`src/rtl/wb_req_master.sv`:
```
// wb_req_master: single-outstanding Wishbone pipelined-mode master.
// Turns one valid/ready request into one Wishbone transaction, with a
// per-attempt timeout and a one-cycle completion pulse carrying status
// (00 ok, 01 err, 10 timeout, 11 retry exhausted) and read data.
// Optional feature macro: WB_REQ_MASTER_RETRY_EN. When defined, rty
// terminations are re-issued after a one-cycle backoff up to MAX_RETRY
// times; when undefined, rty is treated exactly like err.
module wb_req_master #(
  parameter int unsigned ADDR_WIDTH = 3,
  parameter int unsigned TIMEOUT    = 255,
  parameter int unsigned MAX_RETRY  = 3
) (
  input  logic                  clk_i,
  input  logic                  rst_i,
  // request side
  input  logic                  req_valid_i,
  output logic                  req_ready_o,
  input  logic [ADDR_WIDTH-1:0] req_adr_i,
  input  logic                  req_we_i,
  input  logic [3:0]            req_sel_i,
  input  logic [31:0]           req_dat_i,
  // response side
  output logic                  rsp_valid_o,
  output logic [1:0]            rsp_status_o,
  output logic [31:0]           rsp_dat_o,
  // Wishbone master port
  output logic                  wb_cyc_o,
  output logic                  wb_stb_o,
  output logic [ADDR_WIDTH-1:0] wb_adr_o,
  output logic [3:0]            wb_sel_o,
  output logic                  wb_we_o,
  output logic [31:0]           wb_dat_o,
  input  logic                  wb_ack_i,
  input  logic                  wb_err_i,
  input  logic                  wb_rty_i,
  input  logic                  wb_stall_i,
  input  logic [31:0]           wb_dat_i
);

  localparam int unsigned TO_W  = 16;
  localparam int unsigned STS_W = 2;

  localparam logic [TO_W-1:0]  TO_LAST = TO_W'(TIMEOUT - 1);

  localparam logic [STS_W-1:0] STS_OK  = 2'b00;
  localparam logic [STS_W-1:0] STS_ERR = 2'b01;
  localparam logic [STS_W-1:0] STS_TMO = 2'b10;
`ifdef WB_REQ_MASTER_RETRY_EN
  localparam logic [STS_W-1:0] STS_EXH = 2'b11;
  localparam int unsigned      RTY_W   = 4;
  localparam logic [RTY_W-1:0] RTY_LAST = RTY_W'(MAX_RETRY);
`endif

  // Reject parameter values the counters cannot represent.
  if (TIMEOUT < 2 || TIMEOUT > 65535) begin : g_bad_timeout
    $error("wb_req_master: TIMEOUT must be in 2..65535");
  end
  if (MAX_RETRY > 15) begin : g_bad_max_retry
    $error("wb_req_master: MAX_RETRY must be in 0..15");
  end

  typedef enum logic [2:0] {
    S_IDLE    = 3'd0,
    S_ISSUE   = 3'd1,
    S_WAIT    = 3'd2,
`ifdef WB_REQ_MASTER_RETRY_EN
    S_BACKOFF = 3'd3,
`endif
    S_RESP    = 3'd4
  } state_t;

  state_t            state;
  logic [TO_W-1:0]   to_cnt;
`ifdef WB_REQ_MASTER_RETRY_EN
  logic [RTY_W-1:0]  rty_cnt;
  logic              do_retry;
`endif

  logic              attempt_end;
  logic [STS_W-1:0]  end_status;
  logic              capture_rd;

  // Decode how the current attempt ends this cycle (err > rty > ack > timeout).
  always_comb begin
    attempt_end = 1'b0;
    end_status  = STS_OK;
    capture_rd  = 1'b0;
`ifdef WB_REQ_MASTER_RETRY_EN
    do_retry    = 1'b0;
`endif
    if (state == S_ISSUE || state == S_WAIT) begin
      if (wb_err_i) begin
        attempt_end = 1'b1;
        end_status  = STS_ERR;
      end
`ifdef WB_REQ_MASTER_RETRY_EN
      else if (wb_rty_i) begin
        if (rty_cnt == RTY_LAST) begin
          attempt_end = 1'b1;
          end_status  = STS_EXH;
        end else begin
          do_retry = 1'b1;
        end
      end
`else
      else if (wb_rty_i) begin
        attempt_end = 1'b1;
        end_status  = STS_ERR;
      end
`endif
      else if (wb_ack_i) begin
        attempt_end = 1'b1;
        end_status  = STS_OK;
        capture_rd  = !wb_we_o;
      end
      else if (to_cnt == TO_LAST) begin
        attempt_end = 1'b1;
        end_status  = STS_TMO;
      end
    end
  end

  // Transaction FSM with registered request, bus and response outputs.
  always_ff @(posedge clk_i) begin
    if (rst_i) begin
      state        <= S_IDLE;
      req_ready_o  <= 1'b0;
      rsp_valid_o  <= 1'b0;
      rsp_status_o <= '0;
      rsp_dat_o    <= '0;
      wb_cyc_o     <= 1'b0;
      wb_stb_o     <= 1'b0;
      wb_adr_o     <= '0;
      wb_sel_o     <= '0;
      wb_we_o      <= 1'b0;
      wb_dat_o     <= '0;
      to_cnt       <= '0;
`ifdef WB_REQ_MASTER_RETRY_EN
      rty_cnt      <= '0;
`endif
    end else begin
      rsp_valid_o <= 1'b0;
      case (state)
        S_IDLE: begin
          if (req_ready_o && req_valid_i) begin
            wb_adr_o    <= req_adr_i;
            wb_we_o     <= req_we_i;
            wb_sel_o    <= req_sel_i;
            wb_dat_o    <= req_dat_i;
            wb_cyc_o    <= 1'b1;
            wb_stb_o    <= 1'b1;
            req_ready_o <= 1'b0;
            to_cnt      <= '0;
`ifdef WB_REQ_MASTER_RETRY_EN
            rty_cnt     <= '0;
`endif
            state       <= S_ISSUE;
          end else begin
            req_ready_o <= 1'b1;
          end
        end

        S_ISSUE, S_WAIT: begin
          to_cnt <= to_cnt + TO_W'(1);
          if (attempt_end) begin
            wb_cyc_o     <= 1'b0;
            wb_stb_o     <= 1'b0;
            rsp_valid_o  <= 1'b1;
            rsp_status_o <= end_status;
            if (capture_rd) begin
              rsp_dat_o <= wb_dat_i;
            end
            state <= S_RESP;
          end
`ifdef WB_REQ_MASTER_RETRY_EN
          else if (do_retry) begin
            wb_cyc_o <= 1'b0;
            wb_stb_o <= 1'b0;
            rty_cnt  <= rty_cnt + RTY_W'(1);
            state    <= S_BACKOFF;
          end
`endif
          else if (state == S_ISSUE && !wb_stall_i) begin
            wb_stb_o <= 1'b0;
            state    <= S_WAIT;
          end
        end

`ifdef WB_REQ_MASTER_RETRY_EN
        // One idle bus cycle, then re-issue the same latched request.
        S_BACKOFF: begin
          wb_cyc_o <= 1'b1;
          wb_stb_o <= 1'b1;
          to_cnt   <= '0;
          state    <= S_ISSUE;
        end
`endif

        S_RESP: begin
          req_ready_o <= 1'b1;
          state       <= S_IDLE;
        end

        default: begin
          state <= S_IDLE;
        end
      endcase
    end
  end

endmodule
```
`config.mk`:
```
export PLATFORM = sky130hd
export DESIGN_NAME = wb_req_master
export DESIGN_NICKNAME = d
export VERILOG_FILES = /design/src/rtl/wb_req_master.sv
export SDC_FILE = /design/constraint.sdc
export NUM_CORES = 1
export LEC_CHECK = 0
export ABC_CLOCK_PERIOD_IN_PS = 1900
export BUFFER_PORTS_ARGS = -buffer_cell sky130_fd_sc_hd__buf_2
export CAP_MARGIN = 10
export CELL_PAD_IN_SITES_DETAIL_PLACEMENT = 1
export CELL_PAD_IN_SITES_GLOBAL_PLACEMENT = 1
export CORE_MARGIN = 2
export CORE_UTILIZATION = 34
export CTS_CLUSTER_DIAMETER = 40
export DETAILED_ROUTE_END_ITERATION = 12
export PLACE_DENSITY = 0.83
export SYNTH_ARGS = -nofsm -noshare
export SYNTH_HDL_FRONTEND = slang
export SYNTH_SLANG_ARGS = --single-unit
```
`constraint.sdc`:
```
create_clock -name clk_i -period 1.9 [get_ports clk_i]
set_input_delay 0.38 -clock clk_i [delete_from_list [all_inputs] [get_ports clk_i]]
set_output_delay 0.38 -clock clk_i [all_outputs]
set_load 0.05 [all_outputs]
```
==> flow_summary.json <==
{
  "status": "completed",
  "core_area_sq_um": 10750,
  "met3_length_um": 452,
  "cts-root-buf": "clkbuf_8",
  "top_layer": "met4",
  "cp-start-kind": "flip-flop",
  "synth_top_family_by_area": "simple AND/OR/NAND/NOR gates",
  "cts_inserted_buffers": 9,
  "ys_seq_area_share_pct": 52.10,
  "hold_buffers": 0,
  "ir_worst_vdd_mv": 0.3883,
  "synth_cell_types": 37,
  "fillCellCount": 1375,
  "path_cells": "and4_1, nand3_2, or4_1, a21oi_1",
  "cp.arrival_ns": 2.08,
  "max_stage_delay_ns": 0.59,
  "critical_path.max_fanout": 12,
  "drc": 0,
  "ioPinCount": 157,
  "min_from": "wb_dat_i[21]",
  "m1WireLength_um": 4268,
  "diodes": 0,
  "r2r-start": "to_cnt[5]",
  "fp.dieW_um": 108.7,
  "drt_iter0_markers": 98,
  "antenna_found_initial": 0,
  "multi_input_area_sq_um": 1620,
  "drive_gt1_share_pct": 33.45,
  "clock-sinks": 97,
  "fin_tns_setup_ns": 0,
  "first_global_vias": 3543,
  "synth.avg_cell_area_sq_um": 8.833,
  "synthCells": 422,
  "fmax_mhz": 558.6,
  "r2r_end": "to_cnt[15]",
  "die_height_um": 108.7,
  "r2r_cells": 4,
  "yosysWarnings": 0,
  "rsz0062_at_grt": "false",
  "wl_per_cell_um": 14.79,
  "yosys.area_share.simple_pct": 21.65,
  "clk-insertion-delay-late_ns": 0.36,
  "hold_viol": 0,
  "syn_to_final_growth_pct": 31.82,
  "clk_pin_slew_ns": 0.10,
  "grt_pass1_wl_um": 16480,
  "report.final.slew_viol_count": 0,
  "num_rows": 38,
  "io_buffers": 156,
  "cpMaxStageDelayCell": "or4_1",
  "required_ns": 2.19,
  "initial_core_util_pct": 34.69,
  "min_to": "rsp_dat_o[21]",
  "ys_ff_latch": 97,
  "final_nets": 656,
  "grt_max_degree": 40,
  "place_hpwl_um": 7652,
  "synthArstFlopShare_pct": 0,
  "synth_xor_area_share_pct": 1.376,
  "dr_wl_met2_um": 5780,
  "setup_viol": 0,
  "drt-total-wl_um": 10650,
  "place_congestion": 0.7572,
  "via_per_inst": 4.821,
  "ys.flop_type": "dfxtp_1",
  "synthAdderAreaFrac_pct": 0.6714,
  "relSlewSlack_pct": 66.22,
  "synthMuxAreaShare_pct": 8.593,
  "synth_area_sq_um": 3727,
  "finalCritPeriodShare_pct": 94.22,
  "grt_util_all_layers_pct": 17.65,
  "maxCapViolations": 0,
  "p_leak_nw": 2.097,
  "period_minus_slack_ns": 1.790,
  "dieArea_sq_um": 11820,
  "hold_path_depth": 3,
  "syn_nets": 503,
  "worst_slew_pin_slew_ns": 0.4996,
  "finClkSkew_ns": 0.008926,
  "hold_class": "in2reg",
  "vias": 3471,
  "end_kind": "flip-flop",
  "cts_tree": "yes",
  "synth-edff-count": 0,
  "final-seq-area_sq_um": 1942,
  "ant_nets": 0,
  "crit_type": "reg2reg",
  "grt.overflow.total": 0,
  "synth-compound-area-share_pct": 10.88,
  "dr.pass1.iters": 4,
  "cts_htree_levels": 3,
  "regToRegSetupSlack_ns": 0.11,
  "clk_path_buf_depth": 2,
  "power_density_nw_per_um2": 879.4,
  "placed_area_sq_um": 4643,
  "final_cell_area_sq_um": 4913
}
worst max-delay path, delay by kind of cell (launching register included):
kind / cells / cell delay, ns
flops: 1 / 0.42
compound gates: 1 / 0.16
simple gates: 3 / 1.15
through the flow:
step                worst slack [ns]  util [%]  cells  hold WS, ns  power (W)
global placement             0.04751     43.21    702       0.4387   0.002746
CTS                          0.06438     45.53    718       0.2327   0.004380
finish                        0.1098     45.73    720       0.2483   0.004321
detailed placement         0.0003823     43.21    702       0.4465   0.002764
floorplan                    0.01455         -    422       0.4520   0.002563
global route                 0.01164     45.73    720       0.2492   0.004501
routing by layer:
metal  vias to the layer above  global-route usage (%)
met3                         9                   4.065
met5                         -                       0
met2                        58                   32.23
met4                         0                   6.960
li1                       1727                       -
met1                      1677                   19.76
Yosys cell counts (all sizes together) (2+ instances only):
master / count / area [sq um]
a21oi: 55 / 275.3
and2: 4 / 25.02
buf: 13 / 90.08
clkbuf: 16 / 60.06
dfxtp: 97 / 1942
ha: 2 / 25.02
inv: 7 / 26.28
mux2i: 32 / 320.3
nand2: 86 / 322.8
nand3: 6 / 30.03
nand4: 5 / 31.28
nor2: 43 / 161.4
nor2b: 2 / 12.51
nor3: 7 / 46.30
nor4b: 2 / 17.52
nor4bb: 2 / 20.02
o21ai: 8 / 40.04
o31ai: 5 / 37.54
or2: 2 / 12.51
or3: 6 / 37.54
or4: 5 / 37.54
xnor2: 5 / 51.30
worst max-delay path by stage:
| stage | start | depth (start not counted) | slack [ns] | to |
|---|---|---|---|---|
| after floorplan | wb_we_o | 5 | 0.01 | rsp_dat_o[28] |
| after global placement | wb_rty_i | 6 | 0.05 | rsp_dat_o[28] |
| after CTS | to_cnt[1] | 6 | 0.06 | to_cnt[8] |
| after detailed placement | wb_rty_i | 6 | 0.0004 | rsp_dat_o[26] |
| after global routing | to_cnt[5] | 4 | 0.01 | to_cnt[12] |
| final | to_cnt[5] | 4 | 0.11 | to_cnt[15] |
placed cells by master, fill, tap and decap left out, types with 2 or more instances in the layout:
cell type | synthesis | routed
or4_1 | 5 | 5
and2_1 | 4 | 4
nand2_1 | 86 | 86
nor3_1 | 6 | 6
nor2b_1 | 2 | 2
bufinv_16 | 0 | 3
buf_2 | 9 | 156
ha_1 | 2 | 2
xnor2_1 | 4 | 4
inv_1 | 7 | 7
or3_1 | 6 | 6
o31ai_1 | 5 | 5
buf_4 | 0 | 14
or2_2 | 2 | 2
a21oi_1 | 55 | 55
nand3_1 | 6 | 5
dfxtp_1 | 97 | 97
nor2_1 | 43 | 43
nor4b_1 | 2 | 2
nand4_1 | 5 | 5
o21ai_0 | 8 | 8
clkbuf_8 | 0 | 10
mux2i_1 | 32 | 32
report_power, final:
group / leakage, nW / internal, W / total (W) / switching [W]
clock: 0.120 / 0.000909 / 0.00161 / 0.000701
combinational: 1.19 / 0.000176 / 0.000580 / 0.000405
sequential: 0.786 / 0.00209 / 0.00213 / 0.0000354
total: 2.10 / 0.00318 / 0.00432 / 0.00114
state kept, by name (all words and copies together) (netlist names):
| register | count |
|---|---|
| req_ready_o | 1 |
| wb_stb_o | 1 |
| rsp_dat_o | 32 |
| to_cnt | 16 |
| wb_sel_o | 4 |
| rsp_status_o | 2 |
| wb_cyc_o | 1 |
| rsp_valid_o | 1 |
| state | 3 |
| wb_dat_o | 32 |
| wb_we_o | 1 |
| wb_adr_o | 3 |
kinds of logic (layout without fill, tap and decap cells):
| family | after synthesis | count (layout) |
|---|---|---|
| compound gates | 74 | 74 |
| xor+xnor | 5 | 5 |
| fa+ha+maj | 2 | 2 |
| buf+inv | 36 | 194 |
| flops | 97 | 97 |
| mux | 32 | 32 |
| simple gates | 176 | 176 |
repair_timing:
item	CTS	global route
gates resized for setup	1	1
setup endpoints to repair	2	5
pin swaps	0	1
buffers inserted	0	2
endpoints found under the hold margin	0	0
final cells by class:
cell class,count,share of cell area (%)
Multi-Input combinational cell,289,32.98
Clock inverter,5,2.088
Inverter,7,0.5348
Sequential cell,97,39.52
Tap cell,140,3.565
Timing Repair Buffer,171,18.44
Clock buffer,11,2.878
Power figures use the tool's default switching activity.
